`src/rtl/execution_controller.sv`:
```
// Sequences the single-cycle computer: turns step presses, rate ticks, bursts and
// breakpoints into registered one-cycle cpu_enable pulses and counts executed cycles.
module execution_controller #(
    parameter int PC_WIDTH    = 32,
    parameter int COUNT_WIDTH = 16,
    parameter int BURST_WIDTH = 8
) (
    input  logic                   clock_i,
    input  logic                   reset_n_i,
    input  logic                   clear_i,
    input  logic [1:0]             mode_i,
    input  logic                   step_req_i,
    input  logic                   tick_i,
    input  logic [BURST_WIDTH-1:0] burst_len_i,
    input  logic                   bp_enable_i,
    input  logic [PC_WIDTH-1:0]    bp_addr_i,
    input  logic [PC_WIDTH-1:0]    pc_i,
    output logic                   cpu_enable_o,
    output logic                   register_reset_o,
    output logic [COUNT_WIDTH-1:0] cycle_count_o,
    output logic [1:0]             state_o,
    output logic                   halted_o
);

    typedef enum logic [1:0] {
        S_IDLE  = 2'b00,
        S_RUN   = 2'b01,
        S_BURST = 2'b10,
        S_HALT  = 2'b11
    } state_e;

    localparam logic [1:0] MODE_STEP  = 2'b00;
    localparam logic [1:0] MODE_RUN   = 2'b01;
    localparam logic [1:0] MODE_BURST = 2'b10;
    localparam logic [1:0] MODE_HOLD  = 2'b11;

    state_e                 state_q, state_d;
    logic [BURST_WIDTH-1:0] remaining_q, remaining_d;
    logic [COUNT_WIDTH-1:0] count_q, count_d;
    logic                   step_q;
    logic                   enable_q;
    logic                   reg_reset_q;
    logic                   halted_q;
    logic                   step_edge;
    logic                   bp_hit;
    logic                   fire;

    assign step_edge = step_req_i & ~step_q;
    assign bp_hit    = bp_enable_i && (pc_i == bp_addr_i);

    always_comb begin
        state_d     = state_q;
        remaining_d = remaining_q;
        fire        = 1'b0;
        if (clear_i) begin
            state_d     = S_IDLE;
            remaining_d = '0;
        end else begin
            unique case (state_q)
                S_IDLE: begin
                    if (mode_i == MODE_STEP && step_edge) begin
                        fire = 1'b1;
                    end else if (mode_i == MODE_RUN) begin
                        state_d = S_RUN;
                    end else if (mode_i == MODE_BURST && step_edge && burst_len_i != '0) begin
                        remaining_d = burst_len_i;
                        state_d     = S_BURST;
                    end
                end
                S_RUN: begin
                    // Leaving run mode wins over a tick arriving in the same cycle.
                    if (mode_i != MODE_RUN) begin
                        state_d = S_IDLE;
                    end else if (tick_i) begin
                        if (bp_hit) state_d = S_HALT;
                        else        fire    = 1'b1;
                    end
                end
                S_BURST: begin
                    if (mode_i == MODE_HOLD) begin
                        state_d     = S_IDLE;
                        remaining_d = '0;
                    end else if (tick_i) begin
                        // Breakpoint keeps remaining so the burst length is still visible.
                        if (bp_hit) begin
                            state_d = S_HALT;
                        end else begin
                            fire        = 1'b1;
                            remaining_d = remaining_q - 1'b1;
                            if (remaining_q == BURST_WIDTH'(1)) state_d = S_IDLE;
                        end
                    end
                end
                S_HALT: begin
                    if (step_edge) state_d = S_IDLE;
                end
                default: state_d = S_IDLE;
            endcase
        end
        count_d = count_q;
        if (clear_i)   count_d = '0;
        else if (fire) count_d = count_q + 1'b1;
    end

    always_ff @(posedge clock_i or negedge reset_n_i) begin
        if (!reset_n_i) begin
            state_q     <= S_IDLE;
            remaining_q <= '0;
            count_q     <= '0;
            step_q      <= 1'b0;
            enable_q    <= 1'b0;
            reg_reset_q <= 1'b0;
            halted_q    <= 1'b0;
        end else begin
            state_q     <= state_d;
            remaining_q <= remaining_d;
            count_q     <= count_d;
            step_q      <= step_req_i;
            enable_q    <= fire;
            reg_reset_q <= fire && (count_q == '0);
            halted_q    <= (state_d == S_HALT);
        end
    end

    assign cpu_enable_o     = enable_q;
    assign register_reset_o = reg_reset_q;
    assign cycle_count_o    = count_q;
    assign state_o          = state_q;
    assign halted_o         = halted_q;

endmodule

```
`config.mk`:
```
export PLATFORM = sky130hd
export DESIGN_NAME = execution_controller
export DESIGN_NICKNAME = d
export VERILOG_FILES = /design/src/rtl/execution_controller.sv
export SDC_FILE = /design/constraint.sdc
export NUM_CORES = 1
export LEC_CHECK = 0
export CORE_ASPECT_RATIO = 0.8
export CORE_MARGIN = 8
export CORE_UTILIZATION = 50
export CTS_CLUSTER_DIAMETER = 60
export DETAILED_ROUTE_END_ITERATION = 10
export DONT_BUFFER_PORTS = 1
export PLACE_DENSITY = 0.78
export SLEW_MARGIN = 10
export SYNTH_ARGS = -nofsm -noshare
export SYNTH_HDL_FRONTEND = slang
export SYNTH_SLANG_ARGS = --single-unit
```
`constraint.sdc`:
```
create_clock -name clock_i -period 2 [get_ports clock_i]
set_input_delay 0.2 -clock clock_i [delete_from_list [all_inputs] [get_ports clock_i]]
set_output_delay 0.2 -clock clock_i [all_outputs]
set_load 0.01 [all_outputs]
```
==> flow_summary.toml <==
[critical_path]
reg2reg_from = "state_o[1]"
slowest_delay_ps = 410
cp-end-kind = "register"
crit_chain = "or3b_4, nor2_2, a21oi_2, a31o_4, a211oi_2, mux2_2"
crit_start = "state_o[1]"
required_ps = 2170
startpoint_type = "register"
crit_path_max_fanout = 8
path_buf_inv = 0
crit_slowest_cell = "or3b_4"
cp_top_family = "compound AO/OA/AOI/OAI gates"
worst-setup-path-type = "reg -> reg"
cp.arrival_ps = 2130

[global_routing]
grt_pass1_wl_mm = 10.85
grt_max_degree = 36
grt_use_total = 0.1866
grt_pass1_vias = 2164
grt_antenna_before_repair = 0
grt_overflow = 0

[yosys]
synthXorXnorAreaFrac = 0.1251
synthAdderAreaFrac = 0.02167
synth_top_cell_area_share = 0.3250
synthArstFlopShare = 1.000
synthTopCellsByArea = "dfrtp_1, xnor2_1, mux2_2"
ys_seq_area_frac = 0.3250
synth_mux_area_frac = 0.06826
synth_largest_area_cell = "dfrtp_1"
ys_ff_latch = 30
synth_top_family_by_area = "simple AND/OR/NAND/NOR gates"
ys_types = 48
ys_dominant_reg_cell = "dfrtp_1"
syn_nets = 346
syn_area_um2 = 2310
synth_compound_area_frac = 0.1863
ys_warn_count = 0
synth_edf_count = 0
yosys.area_share.simple = 0.2302
syn_inst = 262
avgSynthCellArea_um2 = 8.816

[detailed_routing]
postRouteWirelength_mm = 6.720
drc = 0
ant_nets = 0
vias = 2157
wl_per_cell_um = 19.71
drt-initial-drc-count = 144
via_per_inst = 6.326
first_pass_iters = 4

[die]
placementRows = 22
die_area_um2 = 7064
coreArea_um2 = 4514
die_h_um = 76.79
dieWidth_um = 91.99
initial_utilization = 0.5116
pin_count = 101

[timing]
setup_viol = 0
max_slew_margin = 0.6148
tightest_slew_ps = 572.5
skew_ps = 9.300
hold_violations = 0
hold_ws_ps = 14.11
fin_crit_sh = 0.9819
slew_viol_final = 0
rsz0062_at_grt = "yes"
fmax_mhz = 509.2
finalCriticalPeriod_ps = 1964

[placement]
numPortBuffers = 0
gp_congestion = 0.9014
dp_hpwl_mm = 5.018
dp.cells = 327
placed_area_um2 = 2451

[finish]
fin_nets = 365
n_fill_cell = 399
design_area_um2 = 2678
antennaDiodeCount = 0
final_common_cell = "xnor2_1"
final_cell_mix = "xnor2_1, dfrtp_1, nor2_1"
drive_gt1_frac = 0.2135
areaGrowthSynthToFinish_pct = 15.93
instances_no_fill = 341

[pwr]
clkPwrFrac = 0.372
p_seq_frac = 0.469
comb_power_share = 0.159
worst_ir_drop_vdd_uv = 265.6
internal-power_uw = 997.0
power_density_nw_per_um2 = 498.5
netSwitchingPower_uw = 337.7
netSwitchingFraction = 0.2530
p_leak_uw = 0.001043

[run]
drv_cap = 0

[cts]
htreeDepth = 2
cts_max_path_buffers = 2
insertion_delay_ps = 280
cts_made_buffers = 5
cts_tree = "built"
cts_sinks = 30
clkTransAtPathRegs_ps = 70
root_buffer = "clkbuf_8"

[min_path]
hold_path_startpoint = "clear_i"
hold_class = "in -> reg"

[outcome]
status = "finished, final reports clean"
-- worst register-to-register path: stages (launching register included) --
cell and delay (ps):
dfrtp_1 380, or3b_4 410, nor2_2 110, a21oi_2 70
a31o_4 270, a211oi_2 260, mux2_2 350
-- kinds of logic (layout without fill, tap and decap cells) --
family,count (synthesis),count (layout)
adder cells (fa/ha/maj),4,4
AND/OR/NAND/NOR,102,102
flip-flops,30,30
AO/OA/AOI/OAI,57,58
buffers and inverters,22,40
multiplexers,14,14
XOR/XNOR,33,33
-- power groups by stage --
| stage | Clock (uW) | Sequential, uW | Combinational, uW |
|---|---|---|---|
| floorplan | 0 | 638 | 157 |
| global placement | 0 | 637 | 176 |
| detailed placement | 0 | 637 | 180 |
| CTS | 502 | 626 | 207 |
| global route | 523 | 627 | 236 |
| finish | 496 | 626 | 212 |
-- area by class of cell --
cell class	count	area, um2	share of cell area
well taps	60	75.07	0.02804
multi-input cells	211	1534	0.5729
clock buffers	7	86.33	0.03224
flip-flops and latches	30	752.0	0.2808
inverters	11	41.29	0.01542
repair buffers	22	188.9	0.07056
-- path summary, 6_finish.rpt --
path	to	depth (start not counted)	slack, ps
hold / removal	remaining_q[5]	1	10
max in group asynchronous	cpu_enable_o	2	1460
setup reg to reg	cycle_count_o[5]	6	40
setup / recovery	cycle_count_o[5]	6	40
min in group asynchronous	halted_o	2	350
hold reg to reg	remaining_q[4]	2	540
-- layer usage --
layer | wire (um) | vias up | share of wire | track usage
met5 | 0 | - | 0 | 0
met4 | 123 | 0 | 0.018 | 0.07223
met3 | 625 | 9 | 0.093 | 0.06031
met2 | 3388 | 127 | 0.50 | 0.3174
met1 | 2583 | 1025 | 0.38 | 0.2111
li1 | - | 996 | - | -
-- Yosys cell counts (2+ instances only) --
library cell,count
a21oi_1,17
nand2_1,17
a32oi_1,2
nor4_1,8
a31oi_1,2
nand4_1,15
o32ai_1,3
inv_1,11
nor3_1,5
o211ai_1,2
a211oi_1,8
xnor2_1,33
a221o_1,2
ha_1,4
dfrtp_1,30
nand3_1,7
buf_2,2
mux2_2,12
clkbuf_1,5
buf_4,2
nor2_1,27
mux2_1,2
a211oi_2,3
o31ai_1,2
nor2b_1,14
o21ai_0,5
-- metrics by stage --
step / utilization / setup TNS, ps / total power [uW] / setup slack [ps]
after floorplan: - / -551.8 / 795.2 / -71.60
after global placement: 0.5430 / 0 / 813.0 / 66.89
after detailed placement: 0.5430 / -79.64 / 817.3 / -52.79
after CTS: 0.5759 / -21.72 / 1335 / -11.59
after global routing: 0.5931 / -17.26 / 1387 / -13.08
final: 0.5931 / 0 / 1335 / 36.14
-- sequential cells by signal, indices dropped and copies added, names as in the netlist --
| signal | count |
|---|---|
| halted_o | 1 |
| state_o | 2 |
| step_q | 1 |
| register_reset_o | 1 |
| remaining_q | 8 |
| cpu_enable_o | 1 |
| cycle_count_o | 16 |
-- timing repair --
item                                    in CTS  in global routing
gates cloned                                 0                  1
buffers inserted                             0                  2
pin swaps                                    0                  5
hold endpoints to repair                    41                  0
endpoints found under the setup margin       5                 16
hold buffers                                 4                  0
resized for setup                            3                 13
(Power assumes the default switching activity.)
